==> src/rtl/frame_color_shape_classifier_if.sv <==
// Pixel-stream / verdict bundle between the VGA scan side and the classifier.
interface frame_color_shape_classifier_if;
  logic [7:0] PIXEL_IN;
  logic [9:0] VGA_PIXEL_X;
  logic [9:0] VGA_PIXEL_Y;
  logic       VGA_VSYNC_NEG;
  logic [8:0] RESULT;
  logic       RESULT_VALID;

  modport master (
    output PIXEL_IN, VGA_PIXEL_X, VGA_PIXEL_Y, VGA_VSYNC_NEG,
    input  RESULT, RESULT_VALID
  );

  modport slave (
    input  PIXEL_IN, VGA_PIXEL_X, VGA_PIXEL_Y, VGA_VSYNC_NEG,
    output RESULT, RESULT_VALID
  );
endinterface

==> src/rtl/frame_color_shape_classifier.sv <==
// Per-frame red/blue pixel counter and three-row width sampler; publishes a
// 9-bit colour/shape/size verdict on every vsync falling edge.
module frame_color_shape_classifier #(
  parameter int unsigned WIDTH    = 176,
  parameter int unsigned HEIGHT   = 144,
  parameter int unsigned COUNT_TH = 2000,
  parameter int unsigned BAND_TOP = 36,
  parameter int unsigned BAND_MID = 72,
  parameter int unsigned BAND_BOT = 108,
  parameter int unsigned TOL      = 8
) (
  input logic                          CLK,
  input logic                          RESET,
  frame_color_shape_classifier_if.slave bus
);

  localparam logic [9:0]  LP_W    = WIDTH[9:0];
  localparam logic [9:0]  LP_H    = HEIGHT[9:0];
  localparam logic [14:0] LP_TH   = COUNT_TH[14:0];
  localparam logic [9:0]  LP_ROW0 = BAND_TOP[9:0];
  localparam logic [9:0]  LP_ROW1 = BAND_MID[9:0];
  localparam logic [9:0]  LP_ROW2 = BAND_BOT[9:0];
  localparam logic [8:0]  LP_TOL  = TOL[8:0];

  logic [9:0]  r_x_d, r_y_d;
  logic        r_vs_d;
  logic [14:0] r_red_cnt, r_blue_cnt;
  logic [7:0]  r_red_w  [3];
  logic [7:0]  r_blue_w [3];
  logic [8:0]  r_result;
  logic        r_valid;

  logic        w_in_win, w_is_red, w_is_blue, w_frame_end;
  logic [2:0]  w_band_hit;
  logic [1:0]  w_colour, w_shape;
  logic [14:0] w_dom;
  logic [8:0]  w_t, w_m, w_b, w_d_tm, w_d_mb;
  logic [8:0]  w_verdict;

  assign bus.RESULT       = r_result;
  assign bus.RESULT_VALID = r_valid;

  // Pixel classification against the coordinates delayed to match M9K latency.
  always_comb begin
    w_in_win    = (r_x_d < LP_W) && (r_y_d < LP_H);
    w_is_red    = (bus.PIXEL_IN[7:5] >= 3'd5) && (bus.PIXEL_IN[1:0] <= 2'd1);
    w_is_blue   = (bus.PIXEL_IN[1:0] >= 2'd2) && (bus.PIXEL_IN[7:5] <= 3'd2);
    w_band_hit  = {r_y_d == LP_ROW2, r_y_d == LP_ROW1, r_y_d == LP_ROW0};
    w_frame_end = r_vs_d & ~bus.VGA_VSYNC_NEG;
  end

  // Frame verdict from the current accumulator contents (9-bit width maths).
  always_comb begin
    w_colour = '0;
    w_dom    = '0;
    w_t      = '0;
    w_m      = '0;
    w_b      = '0;
    if (r_red_cnt >= LP_TH && r_red_cnt > r_blue_cnt) begin
      w_colour = 2'b01;
      w_dom    = r_red_cnt;
      w_t      = {1'b0, r_red_w[0]};
      w_m      = {1'b0, r_red_w[1]};
      w_b      = {1'b0, r_red_w[2]};
    end else if (r_blue_cnt >= LP_TH && r_blue_cnt > r_red_cnt) begin
      w_colour = 2'b10;
      w_dom    = r_blue_cnt;
      w_t      = {1'b0, r_blue_w[0]};
      w_m      = {1'b0, r_blue_w[1]};
      w_b      = {1'b0, r_blue_w[2]};
    end
    w_d_tm  = (w_t > w_m) ? (w_t - w_m) : (w_m - w_t);
    w_d_mb  = (w_m > w_b) ? (w_m - w_b) : (w_b - w_m);
    w_shape = '0;
    if (w_colour != 2'b00) begin
      if (w_d_tm <= LP_TOL && w_d_mb <= LP_TOL && w_m != '0)
        w_shape = 2'b10;
      else if (w_t + LP_TOL < w_m && w_m + LP_TOL < w_b)
        w_shape = 2'b01;
      else if (w_t + LP_TOL < w_m && w_b + LP_TOL < w_m)
        w_shape = 2'b11;
    end
    // A 15-bit count shifted by 10 never exceeds 31, so the size is inherently saturated.
    w_verdict = {w_dom[14:10], w_shape, w_colour};
  end

  // Alignment stage for the M9K read latency and vsync edge history.
  always_ff @(posedge CLK or posedge RESET) begin
    if (RESET) begin
      r_x_d  <= '0;
      r_y_d  <= '0;
      r_vs_d <= 1'b1;
    end else begin
      r_x_d  <= bus.VGA_PIXEL_X;
      r_y_d  <= bus.VGA_PIXEL_Y;
      r_vs_d <= bus.VGA_VSYNC_NEG;
    end
  end

  // Saturating colour counts and band widths, cleared at every frame end.
  always_ff @(posedge CLK or posedge RESET) begin
    if (RESET) begin
      r_red_cnt  <= '0;
      r_blue_cnt <= '0;
      r_red_w    <= '{default: '0};
      r_blue_w   <= '{default: '0};
    end else if (w_frame_end) begin
      r_red_cnt  <= '0;
      r_blue_cnt <= '0;
      r_red_w    <= '{default: '0};
      r_blue_w   <= '{default: '0};
    end else if (w_in_win) begin
      if (w_is_red && r_red_cnt != '1)
        r_red_cnt <= r_red_cnt + 1'b1;
      if (w_is_blue && r_blue_cnt != '1)
        r_blue_cnt <= r_blue_cnt + 1'b1;
      for (int unsigned i = 0; i < 3; i++) begin
        if (w_band_hit[i] && w_is_red && r_red_w[i] != '1)
          r_red_w[i] <= r_red_w[i] + 1'b1;
        if (w_band_hit[i] && w_is_blue && r_blue_w[i] != '1)
          r_blue_w[i] <= r_blue_w[i] + 1'b1;
      end
    end
  end

  // Verdict register and one-cycle valid pulse on the vsync falling edge.
  always_ff @(posedge CLK or posedge RESET) begin
    if (RESET) begin
      r_result <= '0;
      r_valid  <= 1'b0;
    end else begin
      r_valid <= w_frame_end;
      if (w_frame_end)
        r_result <= w_verdict;
    end
  end

endmodule

==> src/flat_wrapper.sv <==
// flat-port wrapper written by rule: the top's interface ports become plain ports
module frame_color_shape_classifier_flat 
#(
  parameter int unsigned WIDTH    = 176,
  parameter int unsigned HEIGHT   = 144,
  parameter int unsigned COUNT_TH = 2000,
  parameter int unsigned BAND_TOP = 36,
  parameter int unsigned BAND_MID = 72,
  parameter int unsigned BAND_BOT = 108,
  parameter int unsigned TOL      = 8
)
  (CLK, RESET, bus_PIXEL_IN, bus_VGA_PIXEL_X, bus_VGA_PIXEL_Y, bus_VGA_VSYNC_NEG, bus_RESULT, bus_RESULT_VALID);
  frame_color_shape_classifier_if bus_i ();
  input logic CLK;
  input logic RESET;
  input wire logic [$bits(bus_i.PIXEL_IN)-1:0] bus_PIXEL_IN;
  input wire logic [$bits(bus_i.VGA_PIXEL_X)-1:0] bus_VGA_PIXEL_X;
  input wire logic [$bits(bus_i.VGA_PIXEL_Y)-1:0] bus_VGA_PIXEL_Y;
  input wire logic [$bits(bus_i.VGA_VSYNC_NEG)-1:0] bus_VGA_VSYNC_NEG;
  output wire logic [$bits(bus_i.RESULT)-1:0] bus_RESULT;
  output wire logic [$bits(bus_i.RESULT_VALID)-1:0] bus_RESULT_VALID;
  assign bus_i.PIXEL_IN = bus_PIXEL_IN;
  assign bus_i.VGA_PIXEL_X = bus_VGA_PIXEL_X;
  assign bus_i.VGA_PIXEL_Y = bus_VGA_PIXEL_Y;
  assign bus_i.VGA_VSYNC_NEG = bus_VGA_VSYNC_NEG;
  assign bus_RESULT = bus_i.RESULT;
  assign bus_RESULT_VALID = bus_i.RESULT_VALID;
  frame_color_shape_classifier #(.WIDTH(WIDTH), .HEIGHT(HEIGHT), .COUNT_TH(COUNT_TH), .BAND_TOP(BAND_TOP), .BAND_MID(BAND_MID), .BAND_BOT(BAND_BOT), .TOL(TOL)) u_core (.CLK(CLK), .RESET(RESET), .bus(bus_i));
endmodule
==> config.mk <==
export PLATFORM = sky130hd
export DESIGN_NAME = frame_color_shape_classifier_flat
export DESIGN_NICKNAME = d
export VERILOG_FILES = /design/src/rtl/frame_color_shape_classifier_if.sv /design/src/rtl/frame_color_shape_classifier.sv /design/src/flat_wrapper.sv
export SDC_FILE = /design/constraint.sdc
export NUM_CORES = 1
export LEC_CHECK = 0
export ABC_AREA = 1
export BUFFER_PORTS_ARGS = -buffer_cell sky130_fd_sc_hd__buf_2
export CELL_PAD_IN_SITES_DETAIL_PLACEMENT = 2
export CELL_PAD_IN_SITES_GLOBAL_PLACEMENT = 2
export CORE_MARGIN = 2
export CORE_UTILIZATION = 30
export CTS_BUF_LIST = sky130_fd_sc_hd__clkbuf_4 sky130_fd_sc_hd__clkbuf_8
export DETAILED_ROUTE_END_ITERATION = 8
export PLACE_DENSITY_LB_ADDON = 0.15
export SLEW_MARGIN = 10
export SYNTH_ARGS = -nofsm -noshare
export SYNTH_HDL_FRONTEND = slang
export SYNTH_SLANG_ARGS = --single-unit
==> constraint.sdc <==
create_clock -name CLK -period 4.19 [get_ports CLK]
set_clock_uncertainty 0.05 [all_clocks]
set_input_delay 0.419 -clock CLK [delete_from_list [all_inputs] [get_ports CLK]]
set_output_delay 0.419 -clock CLK [all_outputs]
set_load 0.03 [all_outputs]
After elaboration in Yosys (flattened, before gate mapping)

Cells that the tools add are included.

Bits in registers: 109
Input bits: 31
Output and inout port bits: 10
Logic and storage cells: 132

$add $sub $neg: 15
$lt $le $gt $ge: 17
Equal/unequal tests: 11
Muxes and demuxes: 32
Bitwise operators: 2
Reductions and logical operators: 42

Operators by type and width:

| cell                                                                             | count |
|---|---|
| 15-bit 2-to-1 mux                                                                | 8 |
| 24-bit 2-to-1 mux                                                                | 4 |
| 8-bit 2-to-1 mux                                                                 | 9 |
| 8-bit by 1-bit adder with 8-bit output, second input constant                    | 6 |
| 8-bit inequality test, second input constant                                     | 6 |
| 9-bit 2-to-1 mux                                                                 | 5 |
| 9-bit subtractor                                                                 | 4 |
| 15-bit by 1-bit adder with 15-bit output, second input constant                  | 2 |
| 15-bit by 11-bit >= comparator with 1-bit output, second input constant          | 2 |
| 15-bit > comparator                                                              | 2 |
| 15-bit inequality test, second input constant                                    | 2 |
| 9-bit by 4-bit adder with 9-bit output, second input constant                    | 3 |
| 9-bit less-than comparator                                                       | 3 |
| 1-bit logical AND                                                                | 23 |
| 10-bit by 7-bit == test with 1-bit output, second input constant                 | 2 |
| 10-bit by 8-bit less-than comparator with 1-bit output, second input constant    | 2 |
| 2-bit nonzero test                                                               | 10 |
| 9-bit > comparator                                                               | 2 |
| 9-bit by 4-bit less-or-equal comparator with 1-bit output, second input constant | 2 |
| 2-bit AND reduction                                                              | 8 |
| 2-bit 2-to-1 mux                                                                 | 6 |
| 10-bit by 6-bit == test with 1-bit output, second input constant                 | 1 |
| 9-bit nonzero test                                                               | 1 |
| 3-bit >= comparator, second input constant                                       | 1 |
| 5 further kinds                                                                  | 5 |

Longest topological paths before layout

Gate-level depths: netlist (run 1).

Word-level depth: 11
Mapped depth: 34
Gate-level depth less buffers: 33

Worst setup path after synthesis (run 1)

No wires, ideal clock.

Kind: flip-flop to flip-flop
Start point: register u_core.r_blue_cnt[10]
End point: register u_core.r_result[2] (netlist: u_core.bus.RESULT[2])
Data arrival time: 3.630 ns
Required time: 4.023 ns
Slack: 0.392 ns
Cell stages (with the launch flop): 31
Buffers on the path: 2
Cell sequence: dfrtp_1 -> inv_1 -> ha_1 -> nand2_1 -> inv_1 -> nand2_1 -> nand2_1 -> a21oi_4 -> nand3_4 -> buf_6 -> o22ai_2 -> inv_1 -> ha_1 -> buf_2 -> a21o_1 -> inv_1 -> o21a_1 -> nand2_1 -> nand2_1 -> nand2_1 -> nand2_1 -> inv_2 -> nand2_1 -> o21ai_1 -> xor2_1 -> nor2_1 -> nand2_1 -> nor2_1 -> nand3_1 -> nand3_1 -> nand2_1

Longest elaborated chain between the ends: 11
Elaborated cells on any way between the ends: 39
Classes of those cells: 7 x add/sub; 10 x order compare; 14 x mux; 8 x reduce/logical

RTL lines:

| item                                                                                                  | RTL line                                                               | source |
|---|---|---|
| start, declared                                                                                       | frame_color_shape_classifier.sv:27                                     | `logic [14:0] r_red_cnt, r_blue_cnt;` |
| start signal, assigned                                                                                | frame_color_shape_classifier.sv:116                                    | `r_blue_cnt <= r_blue_cnt + 1'b1;` |
| 15-bit by 11-bit >= comparator with 1-bit output / 15-bit > comparator (equally long branches)        | frame_color_shape_classifier.sv:65                                     | `end else if (r_blue_cnt >= LP_TH && r_blue_cnt > r_red_cnt) begin` |
| 1-bit logical AND                                                                                     | frame_color_shape_classifier.sv:65                                     |  |
| 8-bit 2-to-1 mux                                                                                      | frame_color_shape_classifier.sv:65                                     |  |
| 9-bit 2-to-1 mux                                                                                      | frame_color_shape_classifier.sv:59                                     | `if (r_red_cnt >= LP_TH && r_red_cnt > r_blue_cnt) begin` |
| 9-bit by 4-bit adder with 9-bit output, or another cell as far along                                  | frame_color_shape_classifier.sv:78, frame_color_shape_classifier.sv:80 |  |
| 9-bit less-than comparator, or another cell as far along                                              | frame_color_shape_classifier.sv:78, frame_color_shape_classifier.sv:80 |  |
| 1-bit logical AND / 9-bit by 4-bit less-or-equal comparator with 1-bit output (equally long branches) | frame_color_shape_classifier.sv:80, frame_color_shape_classifier.sv:76 |  |
| 2-bit 2-to-1 mux / 1-bit logical AND (equally long branches)                                          | frame_color_shape_classifier.sv:80, frame_color_shape_classifier.sv:76 |  |
| 2-bit 2-to-1 mux / 1-bit logical AND (equally long branches)                                          | frame_color_shape_classifier.sv:78, frame_color_shape_classifier.sv:76 |  |
| 2-bit 2-to-1 mux                                                                                      | frame_color_shape_classifier.sv:76                                     | `if (w_d_tm <= LP_TOL && w_d_mb <= LP_TOL && w_m != '0)` |
| 2-bit 2-to-1 mux (*)                                                                                  | frame_color_shape_classifier.sv:75                                     | `if (w_colour != 2'b00) begin` |
| end signal, assigned                                                                                  | frame_color_shape_classifier.sv:134                                    | `r_result <= w_verdict;` |
| end, declared                                                                                         | frame_color_shape_classifier.sv:30                                     | `logic [8:0] r_result;` |

Every way passes the cells marked *; elsewhere a longest branch is shown, timed or not.
A chain may end at the register's enable or synchronous reset.

Worst setup path after layout (run 1)

Start point: register u_core.r_red_cnt[9]
End point: register u_core.r_result[3] (netlist: u_core.bus.RESULT[3])

Longest elaborated chain between the ends: 11
Elaborated cells on any way between the ends: 39
Classes of those cells: 7 x add/sub; 10 x order compare; 14 x mux; 8 x reduce/logical

RTL lines:

| item                                                                                                  | RTL line                                                               | source |
|---|---|---|
| start, declared                                                                                       | frame_color_shape_classifier.sv:27                                     |  |
| start signal, assigned                                                                                | frame_color_shape_classifier.sv:114                                    | `r_red_cnt <= r_red_cnt + 1'b1;` |
| 15-bit > comparator                                                                                   | frame_color_shape_classifier.sv:65                                     |  |
| 1-bit logical AND                                                                                     | frame_color_shape_classifier.sv:65                                     |  |
| 8-bit 2-to-1 mux                                                                                      | frame_color_shape_classifier.sv:65                                     |  |
| 9-bit 2-to-1 mux                                                                                      | frame_color_shape_classifier.sv:59                                     |  |
| 9-bit by 4-bit adder with 9-bit output, or another cell as far along                                  | frame_color_shape_classifier.sv:78, frame_color_shape_classifier.sv:80 |  |
| 9-bit less-than comparator, or another cell as far along                                              | frame_color_shape_classifier.sv:78, frame_color_shape_classifier.sv:80 |  |
| 1-bit logical AND / 9-bit by 4-bit less-or-equal comparator with 1-bit output (equally long branches) | frame_color_shape_classifier.sv:80, frame_color_shape_classifier.sv:76 |  |
| 2-bit 2-to-1 mux / 1-bit logical AND (equally long branches)                                          | frame_color_shape_classifier.sv:80, frame_color_shape_classifier.sv:76 |  |
| 2-bit 2-to-1 mux / 1-bit logical AND (equally long branches)                                          | frame_color_shape_classifier.sv:78, frame_color_shape_classifier.sv:76 |  |
| 2-bit 2-to-1 mux                                                                                      | frame_color_shape_classifier.sv:76                                     |  |
| 2-bit 2-to-1 mux (*)                                                                                  | frame_color_shape_classifier.sv:75                                     |  |

Marks and branches as above.

==> results of run 1 <==
[per-stage QoR]
step           util (%)  area (µm²)  hold slack [ns]
2_1_floorplan         -        7780            0.373
3_3_place_gp       36.0        9120            0.410
3_5_place_dp       36.0        9120            0.419
4_1_cts            37.0        9370           0.0315
5_1_grt            39.1        9910           0.0275
6_report           39.1        9910           0.0609
[state kept, by name (all words and copies together), names as in the netlist]
| register | flops |
|---|---|
| u_core.r_vs_d | 1 |
| u_core.r_y_d | 10 |
| u_core.bus.RESULT | 9 |
| u_core.r_red_cnt | 15 |
| u_core.r_red_w | 24 |
| u_core.r_blue_w | 24 |
| u_core.r_x_d | 6 |
| u_core.bus.RESULT_VALID | 1 |
| u_core.r_blue_cnt | 15 |
[layout make-up]
class                   instances  area, µm²  share of cell area, %
flip-flops and latches        105       2630                   26.5
multi-input cells             718       4740                   47.9
inverters                     189        722                   7.29
repair buffers                160       1210                   12.2
clock inverters                 7       63.8                  0.644
well taps                     330        413                   4.17
clock buffers                   9        124                   1.25
[final timing paths]
path,cells after the start,endpoint,slack (ns),from
max,30,u_core.bus.RESULT[3],0.14,u_core.r_red_cnt[9]
min,1,u_core.r_y_d[4],0.06,bus_VGA_PIXEL_Y[4]
max reg2reg,30,u_core.bus.RESULT[3],0.14,u_core.r_red_cnt[9]
min reg2reg,2,u_core.bus.RESULT[0],0.44,u_core.bus.RESULT[0]
max in group asynchronous,3,u_core.r_vs_d,3.20,RESET
min in group asynchronous,2,u_core.bus.RESULT[6],0.07,RESET
[cells in the final DEF (no fill, tap or decap), drive strengths merged, types with 2 or more instances in the layout]
master  instances
nand3          66
a21oi          78
fa              2
nor3b           6
nor4           10
a31oi           2
o21a            7
clkinv          5
o221ai          5
o21ai          75
nor3           39
clkbuf         11
a211oi          6
dfrtp         104
inv           190
nor2           84
ha             73
or4             2
or2             2
a221oi          6
nand2         181
xor2           16
o211ai          3
buf           158
nand4          12
nand3b          2
xnor2           4
o22ai          23
o21bai          4
[where the power goes]
group | switching (mW) | internal [mW]
logic | 0.181 | 0.0902
clock network | 0.421 | 0.228
registers | 0.0244 | 1.05
[kinds of logic after synthesis]
family	count (synthesis)	share of synthesized area [%]
AOI/OAI and AO/OA	217	17.1
buffers and inverters	207	10.3
adders and majority gates	75	12.3
xor gates and xnor gates	20	2.25
and+or+nand+nor	406	24.4
DFF	105	33.8
[repair_timing]
| action | in CTS | in global routing |
|---|---|---|
| buffers inserted | 2 | 16 |
| gates cloned | 0 | 2 |
| pin swaps | 5 | 42 |
| gates resized for setup | 11 | 86 |
| endpoints found under the setup margin | 2 | 2 |
[per-layer routing]
layer / GRT usage (%) / vias up / part of all wire, %
li1: - / 3729 / -
met4: 3.20 / 0 / 0.74
met3: 2.50 / 16 / 2.4
met1: 27.3 / 3810 / 48
met2: 34.5 / 73 / 49
met5: 0 / - / 0
==> results.md, run 1 <==
- Outcome: finished clean
- Cell variety after synth: 58
- Yosys warns: 0
- Number of failing setup endpoints in the final timing report: 0
- Remaining max-slew budget at the tightest pin: 38.7%
- Setup slack after layout: 0.136 ns
- Standard-cell row count: 58
- Achievable frequency: 247 MHz
- DRC violations left: 0
- Global-route usage over all layers: 20.0%
- Global route total overflow: 0
- Number of pins exceeding their max-slew limit in the final report: 0
- Transition time at the pin with the least slew margin: 0.907 ns
- First-pass GRT wire length: 42500 µm
- CTS Hold Bufs: 0
- Most numerous cell types in the synthesized netlist: sky130_fd_sc_hd__nand2_1, sky130_fd_sc_hd__inv_1, sky130_fd_sc_hd__dfrtp_1, sky130_fd_sc_hd__a21oi_1, sky130_fd_sc_hd__ha_1
- Unrepaired setup endpoints after global routing: true
- Seq cells post-synth: 105
- Synthesized area: 7780 µm²
- Sequential element share of the synthesized area: between 30% and 40%
- Count of vias placed by the detailed router: 7628
- Final count of hold timing violations: 0
- Number of routed nets with antenna violations: 0
- Count of fill cells added during filler insertion: about 3000
- Die boundary height: between 150 and 200 µm
- Most instantiated library cell after synthesis: sky130_fd_sc_hd__nand2_1
- Fin nets: ~1300
- Arrival time of data at the critical path endpoint: 4.30 ns
- Clock buffers created by TritonCTS: 9
- Startpoint types: flop
- Clock tree from TritonCTS: yes
- Number of synthesized flops with an enable pin: 0
- Reported max-cap violation count: 0
- Per-cell via count in the routed design: 5.03
- H-Tree Level Count: 3
- Post-Route WL: about 27000 µm
- Type of element capturing the critical path: flop
- Antenna cell count: 0
- Deepest clock path buffer count: 2
- Total negative setup slack: 0 ns
- Minimum clock period after layout: 4.05 ns
- CTS clock-pin slew for the worst setup and hold paths: 0.12 ns
- Mapped Avg Cell Area: 7.56 µm²
- Dominant cells by area after synthesis: sky130_fd_sc_hd__dfrtp_1, sky130_fd_sc_hd__ha_1, sky130_fd_sc_hd__nand2_1, sky130_fd_sc_hd__inv_1, sky130_fd_sc_hd__a21oi_1
- Number of cells in the design after placement: roughly 1500
- Initial cell density of the core: between 30% and 40%
- Maximum resistive drop on vdd: between 0.00015 and 0.0002 V
- PortBufs: 32
- Slowest library cell on the worst path: sky130_fd_sc_hd__dfrtp_1
- Top cell type by total area after synthesis: sky130_fd_sc_hd__dfrtp_1
- HPWL Detailed: 20700 µm
- Share of flip-flops with an asynchronous set or reset after synthesis: 100%
- Class of the tightest hold or removal check: input port to flop
- Final RePlAce weighted congestion: 0.768
- Clock Tree Root: sky130_fd_sc_hd__clkbuf_8
- CP max FO: 6
- Leakage: 4.54 nW
- TritonCTS Sinks: 105
- Data required time at the worst endpoint: roughly 4.4 ns
- Family with the most delay on the worst path: simple AND/OR/NAND/NOR gates
- Count of boundary I/O pins: between 40 and 50
- Overall power: around 2.0 mW
- Start-to-end type of the worst setup path: flop to flop
- Post-Syn Instances: just over 1000
- Area growth from synthesis to layout: 27.3%
- Buffering stage count on the worst path with inverters included: 6
- Final routed wire length divided by cell count: 17.9 µm
- Areal power density over the cells: a little over 200 nW/µm²
- Dpl ws: -0.0456 ns
- Clock latency of the later-clocked register in the worst-skew pair: 0.41 ns
- Syn Nets: 1136
- Vias in the first global route: 8099
- Portion of synthesized cell area occupied by the leading cell type: 33.4%
- Dominant synthesized flop cell: sky130_fd_sc_hd__dfrtp_1
- DIE AREA: 27200 µm²
- Post-layout instance count excluding filler cells: 1518
- Share of cells above drive strength 1: 25.7%
- Worst stage delay on the critical path: 0.42 ns
- Antenna violations before repair: 0
- Period Utilization, post-route: 96.8%
- Core box area: 25300 µm²
- Number of iterations in the first detailed-routing pass: 4
- X dimension of the die: 165 µm
- Drt first-iter violations: 264
- Pin count of the biggest net entering global routing: 54
No activity file was read; power rests on OpenSTA's default activity.
==> run 2, diff against run 1 <==
- CELL_PAD_IN_SITES_DETAIL_PLACEMENT: 2 -> 0
- CELL_PAD_IN_SITES_GLOBAL_PLACEMENT: 2 -> 1
==> run 2 against run 1 <==
Cell area is 0.51% lower. First-iteration DRC count is 35% higher. Sequential share of layout area is 0.13 points higher. Utilization is 0.20 points lower. Worst setup slack better by 0.050 ns. Critical path depth stayed put. Critical endpoint unchanged.
==> results.md, run 2 (synthesis results as in run 1) <==
- Outcome: finished clean
- Drt first-iter violations: 356
- Count of boundary I/O pins: 41
- Number of failing setup endpoints in the final timing report: 0
- Vias in the first global route: 6802
- Number of pins exceeding their max-slew limit in the final report: 0
- Count of vias placed by the detailed router: 7139
- Per-cell via count in the routed design: between 4 and 5
- Class of the tightest hold or removal check: input port to asynchronous set/reset pin
- Clock buffers created by TritonCTS: 9
- Launch point of the worst path: u_core.r_red_cnt[12]
- H-Tree Level Count: 3
- Pin count of the biggest net entering global routing: 51
- Start-to-end type of the worst setup path: flop to flop
- Critical Path Stages: 30
- Deepest clock path buffer count: 2
- Period Utilization, post-route: around 96%
- Minimum hold slack: around 0.030 ns
- Achievable frequency: between 200 and 250 MHz
- Leakage: 4.52 nW
- Biggest regs: u_core.r_blue_w x24, u_core.r_red_w x24
- Startpoint types: flop
- Antenna violations before repair: 0
- Routed length on met3: 543 µm
- Standard-cell row count: 58
- Post-Route WL: 22300 µm
- TritonCTS Sinks: approximately 110
- Global route total overflow: 0
- Clock Tree Root: sky130_fd_sc_hd__clkbuf_8
- Number of iterations in the first detailed-routing pass: 5
- PortBufs: 32
- WL met1: 11700 µm
- Core occupancy in the finished layout: 38.9%
- Leading cell type in the layout, fill and taps excluded: sky130_fd_sc_hd__nand2_1
- Top library cells by usage in the layout, fill and taps aside: sky130_fd_sc_hd__nand2_1, sky130_fd_sc_hd__inv_1, sky130_fd_sc_hd__buf_4
- X dimension of the die: 165 µm
- HPWL Detailed: ~17000 µm
- Global-route usage over all layers: about 17%
- Area growth from synthesis to layout: 26.7%
- Share of cells above drive strength 1: 25.5%
- Type of element capturing the critical path: flop
- DRC violations left: 0
- CP max FO: 6
- Final RePlAce weighted congestion: 0.785
- Top Layer Used: met4
- Family with the most delay on the worst path: simple AND/OR/NAND/NOR gates
- First-pass GRT wire length: 36000 µm
- Remaining max-slew budget at the tightest pin: approximately 44%
- Final routed wire length divided by cell count: 14.8 µm
- Arrival time of data at the critical path endpoint: 4.30 ns
- Areal power density over the cells: 210 nW/µm²
- Worst stage delay on the critical path: 0.41 ns
- Transition time at the pin with the least slew margin: 0.834 ns
- CTS clock-pin slew for the worst setup and hold paths: roughly 0.11 ns
- Clock latency of the later-clocked register in the worst-skew pair: approximately 0.4 ns
- Final count of hold timing violations: 0
- Die boundary height: between 150 and 200 µm
- Minimum clock period after layout: 4.00 ns
- Number of routed nets with antenna violations: 0
- DIE AREA: 27200 µm²
- Data required time at the worst endpoint: 4.48 ns
- Met2 wire length: 9990 µm
- Clock tree from TritonCTS: yes
- Fin nets: 1283
- Initial cell density of the core: 30.7%
- Register-to-Register Path Depth: 30
- Cell with the most instances on the worst path: sky130_fd_sc_hd__nand2_1
- Maximum resistive drop on vdd: 0.000198 V
- Launch point of the worst reg-to-reg path: u_core.r_red_cnt[12]
- Slowest library cell on the worst path: sky130_fd_sc_hd__dfrtp_1
- Reported max-cap violation count: 0
- Buffering stage count on the worst path with inverters included: 6
- Core box area: 25300 µm²
- Antenna cell count: 0
[run 2: changes by cell type in the layout (fill, tap and decap cells not counted), sizes merged]
cell    delta
buf        -7
bufinv     +2
clkinv     -1
[run 2: path summary, 6_finish.rpt]
kind / to / slack (ns)
worst max-delay path: u_core.bus.RESULT[3] / 0.19
worst min-delay path: u_core.bus.RESULT[5] / 0.03
worst max register to register: u_core.bus.RESULT[3] / 0.19
worst min register to register: u_core.bus.RESULT[3] / 0.43
max in group asynchronous: u_core.r_red_w[16] / 3.15
min in group CLK: u_core.r_y_d[0] / 0.07
[run 2: stage by stage]
stage	setup TNS (ns)	cells	area, µm²	power (mW)	setup slack (ns)
6_report	0	1512	9860	2.07	0.186
5_1_grt	-0.103	1512	9860	2.18	-0.0554
4_1_cts	0	1491	9280	2.08	0.00591
3_5_place_dp	-0.0279	1475	9040	1.33	-0.0145
3_3_place_gp	0	1475	9040	1.33	0.0177
2_1_floorplan	0	1030	7780	1.24	0.392
[run 2: layer usage]
metal  GRT usage (%)  vias up
met5               0        -
met4            2.65        0
met3            2.35        9
met2            26.6       82
met1            24.8     3323
li1                -     3725
[run 2: area by class of cell]
cell class	count	area (µm²)
clock inverter	7	100
multi-input combinational	718	4720
timing repair inverter	1	7.51
tap	330	413
timing repair buffer	153	1150
clock buffer	9	124
fill	2659	15500
sequential	105	2630
inverter	189	714
[run 2: power by group]
part / leakage, nW / internal (mW) / switching (mW)
clock: 0.115 / 0.344 / 0.399
sequential: 1.41 / 1.05 / 0.0219
combinational: 2.99 / 0.0906 / 0.166
total: 4.52 / 1.49 / 0.587
[run 2: timing repair]
item | CTS | global route
endpoints found under the setup margin | 2 | 2
pin swaps | 0 | 42
resized for setup | 2 | 86
buffers inserted | 0 | 18
endpoints found under the hold margin | 0 | 0
gates cloned | 0 | 3
hold buffers | 0 | 0
